## src/rtl/axi_read_slave_if.sv

```systemverilog
// AXI4 read-channel bundle (AR and R) shared by the read responder and its master.
interface axi_read_slave_if #(
    parameter int AW = 32,
    parameter int DW = 64
);
    logic [AW-1:0] s_axi_araddr;
    logic [7:0]    s_axi_arlen;
    logic [2:0]    s_axi_arsize;
    logic [1:0]    s_axi_arburst;
    logic          s_axi_arvalid;
    logic          s_axi_arready;
    logic [DW-1:0] s_axi_rdata;
    logic [1:0]    s_axi_rresp;
    logic          s_axi_rlast;
    logic          s_axi_rvalid;
    logic          s_axi_rready;

    modport slave (
        input  s_axi_araddr, s_axi_arlen, s_axi_arsize, s_axi_arburst, s_axi_arvalid,
        output s_axi_arready,
        output s_axi_rdata, s_axi_rresp, s_axi_rlast, s_axi_rvalid,
        input  s_axi_rready
    );

    modport master (
        output s_axi_araddr, s_axi_arlen, s_axi_arsize, s_axi_arburst, s_axi_arvalid,
        input  s_axi_arready,
        input  s_axi_rdata, s_axi_rresp, s_axi_rlast, s_axi_rvalid,
        output s_axi_rready
    );
endinterface

```

## src/rtl/axi_read_slave.sv

```systemverilog
// AXI4 read responder: one AR at a time, FIXED/INCR/WRAP beat addressing,
// beats fetched from a same-cycle backend port and returned on R with rlast.
module axi_read_slave #(
    parameter int AW = 32,
    parameter int DW = 64
) (
    input  logic          clk,
    input  logic          resetn,
    axi_read_slave_if.slave s_axi,
    output logic [AW-1:0] rd_addr,
    output logic          rd_en,
    input  logic [DW-1:0] rd_data_in,
    input  logic          rd_valid_in
);
    localparam logic [2:0] MAX_SIZE = 3'($clog2(DW / 8));

    typedef enum logic {
        IDLE,
        BURST
    } state_e;

    state_e        state_q;
    logic [AW-1:0] addr_q;
    logic [7:0]    len_q;
    logic [2:0]    size_q;
    logic [1:0]    burst_q;
    logic          err_q;
    logic [8:0]    cnt_q;
    logic          arready_q;
    logic          rvalid_q;
    logic          rlast_q;
    logic [1:0]    rresp_q;
    logic [DW-1:0] rdata_q;

    logic          ar_err;
    logic          slot_free;
    logic          beats_left;
    logic          load;
    logic [AW-1:0] beat_bytes;
    logic [AW-1:0] aligned;
    logic [AW-1:0] wrap_mask;
    logic [AW-1:0] addr_d;

    assign slot_free  = !rvalid_q || s_axi.s_axi_rready;
    assign beats_left = cnt_q <= {1'b0, len_q};
    assign rd_en      = (state_q == BURST) && !err_q && beats_left && slot_free;
    // Error bursts still produce one beat per free slot, without the backend.
    assign load       = (state_q == BURST) && beats_left && slot_free && (err_q || rd_valid_in);

    assign ar_err = (s_axi.s_axi_arburst == 2'b11) ||
                    (s_axi.s_axi_arsize > MAX_SIZE) ||
                    ((s_axi.s_axi_arburst == 2'b10) &&
                     !(s_axi.s_axi_arlen inside {8'd1, 8'd3, 8'd7, 8'd15}));

    always_comb begin
        // NOTE: every always_comb output gets a default first so no latch is inferred.
        addr_d     = addr_q;
        beat_bytes = AW'(1) << size_q;
        aligned    = addr_q & ~(beat_bytes - AW'(1));
        wrap_mask  = ((AW'(len_q) + AW'(1)) << size_q) - AW'(1);
        case (burst_q)
            2'b00:   addr_d = addr_q;
            2'b10:   addr_d = (addr_q & ~wrap_mask) | ((aligned + beat_bytes) & wrap_mask);
            default: addr_d = aligned + beat_bytes;
        endcase
    end

    always_ff @(posedge clk or negedge resetn) begin
        if (!resetn) begin
            state_q   <= IDLE;
            addr_q    <= '0;
            len_q     <= '0;
            size_q    <= '0;
            burst_q   <= '0;
            err_q     <= 1'b0;
            cnt_q     <= '0;
            arready_q <= 1'b0;
            rvalid_q  <= 1'b0;
            rlast_q   <= 1'b0;
            rresp_q   <= 2'b00;
            // NOTE: rdata is a single visible output register, so it is reset like the rest.
            rdata_q   <= '0;
        end else begin
            // NOTE: sequential state uses non-blocking assignments so later lines see old values.
            case (state_q)
                IDLE: begin
                    arready_q <= 1'b1;
                    if (s_axi.s_axi_arvalid && arready_q) begin
                        addr_q    <= s_axi.s_axi_araddr;
                        len_q     <= s_axi.s_axi_arlen;
                        size_q    <= s_axi.s_axi_arsize;
                        burst_q   <= s_axi.s_axi_arburst;
                        err_q     <= ar_err;
                        cnt_q     <= '0;
                        arready_q <= 1'b0;
                        state_q   <= BURST;
                    end
                end
                BURST: begin
                    if (load) begin
                        rdata_q  <= err_q ? '0 : rd_data_in;
                        rresp_q  <= err_q ? 2'b10 : 2'b00;
                        rvalid_q <= 1'b1;
                        rlast_q  <= (cnt_q == {1'b0, len_q});
                        cnt_q    <= cnt_q + 9'd1;
                        addr_q   <= addr_d;
                    end else if (rvalid_q && s_axi.s_axi_rready) begin
                        rvalid_q <= 1'b0;
                    end
                    if (rvalid_q && s_axi.s_axi_rready && rlast_q) begin
                        state_q   <= IDLE;
                        arready_q <= 1'b1;
                    end
                end
                default: state_q <= IDLE;
            endcase
        end
    end

    assign rd_addr             = addr_q;
    assign s_axi.s_axi_arready = arready_q;
    assign s_axi.s_axi_rvalid  = rvalid_q;
    assign s_axi.s_axi_rlast   = rlast_q;
    assign s_axi.s_axi_rresp   = rresp_q;
    assign s_axi.s_axi_rdata   = rdata_q;
endmodule

```

## src/flat_wrapper.sv

```systemverilog
// flat-port wrapper written by rule: the top's interface ports become plain ports
module axi_read_slave_flat 
#(
    parameter int AW = 32,
    parameter int DW = 64
)
  (clk, resetn, rd_addr, rd_en, rd_data_in, rd_valid_in, s_axi_s_axi_araddr, s_axi_s_axi_arlen, s_axi_s_axi_arsize, s_axi_s_axi_arburst, s_axi_s_axi_arvalid, s_axi_s_axi_arready, s_axi_s_axi_rdata, s_axi_s_axi_rresp, s_axi_s_axi_rlast, s_axi_s_axi_rvalid, s_axi_s_axi_rready);
  axi_read_slave_if #(.AW(AW), .DW(DW)) s_axi_i ();
  input  logic clk;
  input  logic resetn;
  output logic [AW-1:0] rd_addr;
  output logic rd_en;
  input  logic [DW-1:0] rd_data_in;
  input  logic rd_valid_in;
  input wire logic [$bits(s_axi_i.s_axi_araddr)-1:0] s_axi_s_axi_araddr;
  input wire logic [$bits(s_axi_i.s_axi_arlen)-1:0] s_axi_s_axi_arlen;
  input wire logic [$bits(s_axi_i.s_axi_arsize)-1:0] s_axi_s_axi_arsize;
  input wire logic [$bits(s_axi_i.s_axi_arburst)-1:0] s_axi_s_axi_arburst;
  input wire logic [$bits(s_axi_i.s_axi_arvalid)-1:0] s_axi_s_axi_arvalid;
  output wire logic [$bits(s_axi_i.s_axi_arready)-1:0] s_axi_s_axi_arready;
  output wire logic [$bits(s_axi_i.s_axi_rdata)-1:0] s_axi_s_axi_rdata;
  output wire logic [$bits(s_axi_i.s_axi_rresp)-1:0] s_axi_s_axi_rresp;
  output wire logic [$bits(s_axi_i.s_axi_rlast)-1:0] s_axi_s_axi_rlast;
  output wire logic [$bits(s_axi_i.s_axi_rvalid)-1:0] s_axi_s_axi_rvalid;
  input wire logic [$bits(s_axi_i.s_axi_rready)-1:0] s_axi_s_axi_rready;
  assign s_axi_i.s_axi_araddr = s_axi_s_axi_araddr;
  assign s_axi_i.s_axi_arlen = s_axi_s_axi_arlen;
  assign s_axi_i.s_axi_arsize = s_axi_s_axi_arsize;
  assign s_axi_i.s_axi_arburst = s_axi_s_axi_arburst;
  assign s_axi_i.s_axi_arvalid = s_axi_s_axi_arvalid;
  assign s_axi_s_axi_arready = s_axi_i.s_axi_arready;
  assign s_axi_s_axi_rdata = s_axi_i.s_axi_rdata;
  assign s_axi_s_axi_rresp = s_axi_i.s_axi_rresp;
  assign s_axi_s_axi_rlast = s_axi_i.s_axi_rlast;
  assign s_axi_s_axi_rvalid = s_axi_i.s_axi_rvalid;
  assign s_axi_i.s_axi_rready = s_axi_s_axi_rready;
  axi_read_slave #(.AW(AW), .DW(DW)) u_core (.clk(clk), .resetn(resetn), .s_axi(s_axi_i), .rd_addr(rd_addr), .rd_en(rd_en), .rd_data_in(rd_data_in), .rd_valid_in(rd_valid_in));
endmodule
```

## config.mk

```make
export PLATFORM = sky130hd
export DESIGN_NAME = axi_read_slave_flat
export DESIGN_NICKNAME = d
export VERILOG_FILES = /design/src/rtl/axi_read_slave_if.sv /design/src/rtl/axi_read_slave.sv /design/src/flat_wrapper.sv
export SDC_FILE = /design/constraint.sdc
export NUM_CORES = 1
export LEC_CHECK = 0
export ABC_AREA = 1
export CAP_MARGIN = 20
export CORE_ASPECT_RATIO = 0.8
export CORE_UTILIZATION = 45
export CTS_CLUSTER_SIZE = 16
export DETAILED_ROUTE_END_ITERATION = 12
export MAX_ROUTING_LAYER = met4
export PLACE_DENSITY = 0.87
export SYNTH_ARGS = -nofsm -noshare
export SYNTH_HDL_FRONTEND = slang
export SYNTH_SLANG_ARGS = --single-unit
```

## constraint.sdc

```tcl
create_clock -name clk -period 2.85 [get_ports clk]
set_input_delay 0.4275 -clock clk [delete_from_list [all_inputs] [get_ports clk]]
set_output_delay 0.4275 -clock clk [all_outputs]
set_load 0.05 [all_outputs]
```

==> qor.yml, run 1 <==
grt_overflow: 0
tightest_slew_ns: 0.587
ir_worst_vdd_mv: 0.844
worstHoldPathCells: 2
cts_made_buffers: 17
ys_ff_latch: 124
grt_use_total_pct: 27.5
path_max_fanout: 3
synth_edf_count: 0
layout-drive-gt1-share_pct: 11.7
cp_slowest_cell: "dfrtp_1"
drt_iter0_drc: 770
holdCritStartpoint: "u_core.s_axi.s_axi_rdata[10]$_DFFE_PN0P_"
grt_antenna_before_repair: 1
drv_cap: 0
synth_area_um2: 8030
p_leak_nw: 5.19
areaGrowthSynthToFinish_pct: 40.2
synth.avg_cell_area_um2: 6.96
synthFlopType: "dfrtp_1"
finalSetupViolCount: 0
crit_arrival_ns: 2.26
ios: 216
cts_max_level: 4
place_hpwl_um: 17700
yosysSeqAreaShare_pct: 38.7
synth.distinct_cells: 49
die_h_um: 121
reg2reg_setup_slack_ns: 0.16
clockBufferDepth: 2
wire_per_inst_um: 14.9
ff2ff_path_depth: 19
fp.dieW_um: 151
grt_max_degree: 136
synth_cells: 1153
core_um2: 17400
yosysMostFrequentCell: "nand2_1"
port_buffers: 214
timing.rr.start: "u_core.size_q[2]$_DFFE_PN0P_"
async_flop_share_pct: 100
holdWs_ns: 0.481
yosysWarnings: 0
hold_path_end: "u_core.s_axi.s_axi_rdata[10]$_DFFE_PN0P_"
fmax_ghz: 0.372
syn_nets: 1283
slew_viol_final: 0
worstSetupEndpointType: "primary output"
start_util_pct: 46.2
skew_ns: 0.0122
fp-row-count: 43
slowest_delay_ns: 0.39
wl_um: 24000
worst-setup-path-type: "flip-flop to primary output"
finalCriticalPeriod_ns: 2.69
status: "complete, no violations"
clock-sinks: 124
hold_viol_final: 0
vias_per_cell: 5.21
synth.largest_area_cell: "dfrtp_1"
post-place-ws_ns: 0.0412
min_path_type: "flip-flop to flip-flop"
post-route-period-util_pct: 94.4
cp_cell_sequence: "buf_4, inv_1, ha_1, nand2_1, nor3_1, nand4_1, nand2_1, nand2_1, nor2_2, buf_12"
grt_pass1_wl_um: 38400
insertion_delay_ns: 0.43
required_ns: 2.42
cts_root_buffer: "clkbuf_16"
gp_congestion: 0.933
post-route-drc-count: 0
layout_setup_ws_ns: 0.159
final_net_count: 1504
relSlewSlack_pct: 60.7
crit_buf_inv: 3
netlist_top_cells_count: "394 x nand2_1, 124 x dfrtp_1, 105 x o21ai_0"
cellPowerDensity_nw_per_um2: 1300
crit_path_start_kind: "flip-flop"
postRouteAntennaNets: 0
synth.top_cell.area_share_pct: 38.7
first_global_vias: 7822
vias: 8396
synthTopCellsByArea: "dfrtp_1 39%, nand2_1 18%, o21ai_0 6.5%"
cp_common_cell: "nand2_1"
drtPass1Iterations: 5
clk_pin_slew_ns: 0.06
die_area_um2: 18400
cts_tree: "done"
critical_path.top_delay_family: "simple AND/OR/NAND/NOR gates"
fin_tns_setup_ns: 0
-- layout by cell type, fill, tap and decap left out, types with 4 or more instances in the layout --
cell type | netlist | final
xor2_1 | 12 | 12
nor2_1 | 80 | 73
clkbuf_16 | 0 | 17
xnor2_1 | 12 | 12
inv_6 | 0 | 5
a21oi_1 | 24 | 24
inv_2 | 15 | 16
o21ai_0 | 105 | 102
buf_4 | 5 | 27
nand2_4 | 7 | 8
nand2_2 | 26 | 26
buf_12 | 0 | 4
nand2_1 | 394 | 393
nor2_4 | 5 | 8
clkdlybuf4s50_1 | 0 | 212
ha_1 | 16 | 14
dfrtp_1 | 124 | 122
inv_1 | 96 | 94
nand3_1 | 84 | 83
o21ai_1 | 19 | 21
nor2_2 | 4 | 8
nor3_1 | 19 | 18
nand3_2 | 14 | 14
nand4_1 | 16 | 16
-- per-layer routing --
layer	track usage, %	vias to the layer above	wire, um
met5	-	-	0
li1	-	4140	-
met3	6.80	35	2020
met2	41.4	377	10900
met4	8.25	0	365
met1	36.5	3844	10700
-- power breakdown --
group,total (mW),switching [mW],internal [mW]
sequential,3.06,0.600,2.46
clock,2.26,0.914,1.35
combinational,9.37,6.31,3.05
-- tightest hold or removal path, stage by stage (launching register included) --
cell and delay (ns):
dfrtp_1 0.34, nand2_1 0.05, o21ai_0 0.06
-- cells by family after synthesis --
family,share of synthesized area (%)
simple gates,36.7
xor+xnor,2.62
mux,0.125
fa+ha+maj,2.49
flops,38.7
buf+inv,7.89
other cells,0.0467
compound gates,11.5
-- how the worst max path moves through the flow --
stage	from	depth (start not counted)	slack [ns]	to
2_1_floorplan	u_core.size_q[0]$_DFFE_PN0P_	19	0.10	flip-flop
3_3_place_gp	u_core.len_q[1]$_DFFE_PN0P_	18	0.18	flip-flop
3_5_place_dp	u_core.len_q[1]$_DFFE_PN0P_	18	0.04	flip-flop
4_1_cts	u_core.len_q[1]$_DFFE_PN0P_	18	0.06	flip-flop
5_1_grt	u_core.len_q[1]$_DFFE_PN0P_	10	-0.02	rd_en
6_report	u_core.len_q[1]$_DFFE_PN0P_	10	0.16	rd_en
-- repair_timing --
item | 4_1_cts | 5_1_grt
resized for setup | 2 | 29
pin swaps | 0 | 10
buffers inserted | 0 | 9
endpoints found under the setup margin | 2 | 18
hold buffers | 1 | 0
hold endpoints to repair | 31 | 0
-- cell type report --
class / count / area [um^2]
Clock inverter: 14 / 171
Clock buffer: 18 / 439
Antenna cell: 1 / 2.50
Multi-Input combinational cell: 871 / 4380
Sequential cell: 124 / 3110
Timing Repair Buffer: 246 / 2440
Tap cell: 225 / 282
Fill cell: 1494 / 6120
Inverter: 114 / 432
-- metrics by stage --
step	utilization, %	power (mW)	cell area, um^2	cells
6_report	64.8	14.7	11300	1613
5_1_grt	64.8	15.8	11300	1613
4_1_cts	63.8	14.4	11100	1603
3_5_place_dp	60.2	12.1	10500	1570
3_3_place_gp	60.2	11.9	10500	1570
2_1_floorplan	-	9.44	8030	1153
No activity file was read; power rests on OpenSTA's default activity.
==> run 2: changes to the inputs <==
--- a/config.mk
+++ b/config.mk
@@ -8,6 +8,7 @@
 export ABC_AREA = 1
 export CAP_MARGIN = 20
 export CORE_ASPECT_RATIO = 0.8
+export CORE_MARGIN = 5
 export CORE_UTILIZATION = 45
 export CTS_CLUSTER_SIZE = 16
 export DETAILED_ROUTE_END_ITERATION = 12
==> run 2 against run 1 <==
Global-route usage is 3.0 points lower. Power is 1.4% lower. Fmax is 0.12% higher. Cell count is 0.50% lower. Setup slack better by 0.0031 ns. Die area is 12% higher. Non-clock buffer count is 8 lower. Clock-buffer cell count is 1 lower.
==> qor.yml, run 2 (synthesis results as in run 1) <==
required_ns: 2.42  # about the same
slowest_delay_ns: 0.43  # was 0.39 ns
crit_arrival_ns: 2.26  # about the same
gp_congestion: 0.960  # was 0.933
place_hpwl_um: 18500  # was 17700 um
grt_max_degree: 136  # unchanged
drt_iter0_drc: 862  # was 770
fin_tns_setup_ns: 0  # unchanged
cts_max_level: 4  # unchanged
hold_viol_final: 0  # unchanged
finalCriticalPeriod_ns: 2.69  # about the same
cts_tree: "done"  # unchanged
cts_made_buffers: 17  # unchanged
insertion_delay_ns: 0.42  # was 0.43 ns
post-route-drc-count: 0  # unchanged
rsz0062_at_grt: "true"
die_h_um: 129  # was 121 um
critical_path.top_delay_family: "simple AND/OR/NAND/NOR gates"  # unchanged
path_max_fanout: 4  # was 3
final_net_count: 1496  # was 1504
min_path_type: "input port to asynchronous set/reset pin"  # was flip-flop to flip-flop
clk_pin_slew_ns: 0.06  # about the same
first_global_vias: 8210  # was 7822
wire_per_inst_um: 15.5  # was 14.9 um
grt_overflow: 0  # unchanged
post-place-ws_ns: -0.0110  # was 0.0412 ns
regArea_um2: 3110  # unchanged
start_util_pct: 46.1  # was 46.2%
cellPowerDensity_nw_per_um2: 1300  # about the same
grt_antenna_before_repair: 1  # unchanged
wl_um: 24800  # was 24000 um
port_buffers: 214  # unchanged
tightest_slew_ns: 0.749  # was 0.587 ns
clockBufferDepth: 2  # unchanged
skew_ns: 0.0133  # was 0.0122 ns
cp_slowest_cell: "dfrtp_1"  # unchanged
drv_cap: 0  # unchanged
place_area_um2: 10500  # about the same
postRouteAntennaNets: 0  # unchanged
cts_root_buffer: "clkbuf_16"  # unchanged
grt_use_total_pct: 24.5  # was 27.5%
ir_worst_vdd_mv: 0.599  # was 0.844 mV
worstSetupEndpointType: "primary output"  # unchanged
vias: 8400  # was 8396
core_um2: 17400  # about the same
final_core_util_pct: 64.0  # was 64.8%
cp_common_cell: "nand2_1"  # unchanged
ios: 216  # unchanged
die_area_um2: 20600  # was 18400 um^2
finalSetupViolCount: 0  # unchanged
cts_hold_buffers: 0  # was 1
multiInputGateArea_um2: 4380  # about the same
fmax_ghz: 0.372  # about the same
holdWs_ns: 0.00597  # was 0.481 ns
fillCellCount: 1516  # was 1494
post-route-period-util_pct: 94.3  # was 94.4%
areaGrowthSynthToFinish_pct: 39.0  # was 40.2%
crit_buf_inv: 2  # was 3
clock-sinks: 124  # unchanged
fp.dieW_um: 159  # was 151 um
layout_commonest_cell: "nand2_1"  # unchanged
drtPass1Iterations: 5  # unchanged
worst-setup-path-type: "flip-flop to primary output"  # unchanged
design_area_um2: 11200  # was 11300 um^2
layout_setup_ws_ns: 0.162  # was 0.159 ns
fp-row-count: 43  # unchanged
p_leak_nw: 5.14  # was 5.19 nW
status: "complete, no violations"  # unchanged
grt_pass1_wl_um: 40300  # was 38400 um
slew_viol_final: 0  # unchanged
layout_common_cells: "394 x nand2_1, 212 x clkdlybuf4s50_1, 122 x dfrtp_1"  # was 393 x nand2_1, 212 x clkdlybuf4s50_1, 122 x dfrtp_1
cp_cell_sequence: "inv_1, ha_1, nand2_1, nor3_1, nand4_1, nand2_1, nand2_1, nor2_4, buf_12"  # was buf_4, inv_1, ha_1, nand2_1, nor3_1, nand4_1, nand2_1, nand2_1, nor2_2, buf_12
relSlewSlack_pct: 50.1  # was 60.7%
layout-drive-gt1-share_pct: 11.1  # was 11.7%
crit_path_start_kind: "flip-flop"  # unchanged
vias_per_cell: 5.23  # was 5.21
==> run 2: worst register-to-register path, stage by stage (launching register included) <==
cell,delay [ns]
dfrtp_1,0.43
inv_1,0.10
ha_1,0.28
nand2_1,0.06
nor3_1,0.26
nand4_1,0.18
nand2_1,0.16
nand3b_4,0.11
nand2_2,0.17
nand2_2,0.20
a21oi_2,0.28
buf_4,0.23
nand2_1,0.06
o21ai_0,0.08
==> run 2: report_power, final <==
part	internal, mW	switching (mW)	total [mW]
registers	2.46	0.580	3.04
clock network	1.25	0.949	2.20
logic	2.94	6.31	9.25
total	6.65	7.84	14.5
==> run 2: cell type report <==
| cell class | instances | share of cell area (%) |
|---|---|---|
| clock inverter | 15 | 1.50 |
| sequential | 124 | 27.8 |
| clock buffer | 17 | 3.81 |
| antenna | 1 | 0.0224 |
| inverter | 114 | 3.89 |
| tap | 225 | 2.52 |
| timing repair buffer | 238 | 21.2 |
| multi-input combinational | 871 | 39.2 |
==> run 2: metal layers <==
metal  share of wire [%]  up-vias  track usage [%]
li1                    -     4143                -
met1                  43     3860             31.5
met2                  47      334             38.8
met3                 7.9       63             5.63
met4                 2.7        0             8.38
met5                   0        -                -
==> run 2: path summary, 6_finish.rpt <==
check                                                             start  depth (start not counted)  slack, ns                                        to
worst max-delay path                        u_core.len_q[1]$_DFFE_PN0P_                          9       0.16                                     rd_en
worst min-delay path                                             resetn                          1      0.006  u_core.s_axi.s_axi_rdata[10]$_DFFE_PN0P_
worst max register to register              u_core.len_q[1]$_DFFE_PN0P_                         13       0.18                                 flip-flop
worst min register to register  u_core.s_axi.s_axi_rdata[0]$_DFFE_PN0P_                          2       0.48   u_core.s_axi.s_axi_rdata[0]$_DFFE_PN0P_
max in group asynchronous                                        resetn                          2       2.13               u_core.len_q[2]$_DFFE_PN0P_
min in group clk                u_core.s_axi.s_axi_rdata[0]$_DFFE_PN0P_                          2       0.48   u_core.s_axi.s_axi_rdata[0]$_DFFE_PN0P_
==> run 2: through the flow <==
step | total power, mW | std cells
after global routing | 15.5 | 1605
after CTS | 14.3 | 1603
after floorplan | 9.44 | 1153
after global placement | 11.9 | 1571
after detailed placement | 12.0 | 1571
final | 14.5 | 1605
==> run 2: repair_timing <==
action | CTS | global route
endpoints found under the setup margin | 1 | 24
pin swaps | 0 | 3
hold endpoints to repair | 0 | 0
buffers inserted | 0 | 1
resized for setup | 1 | 28
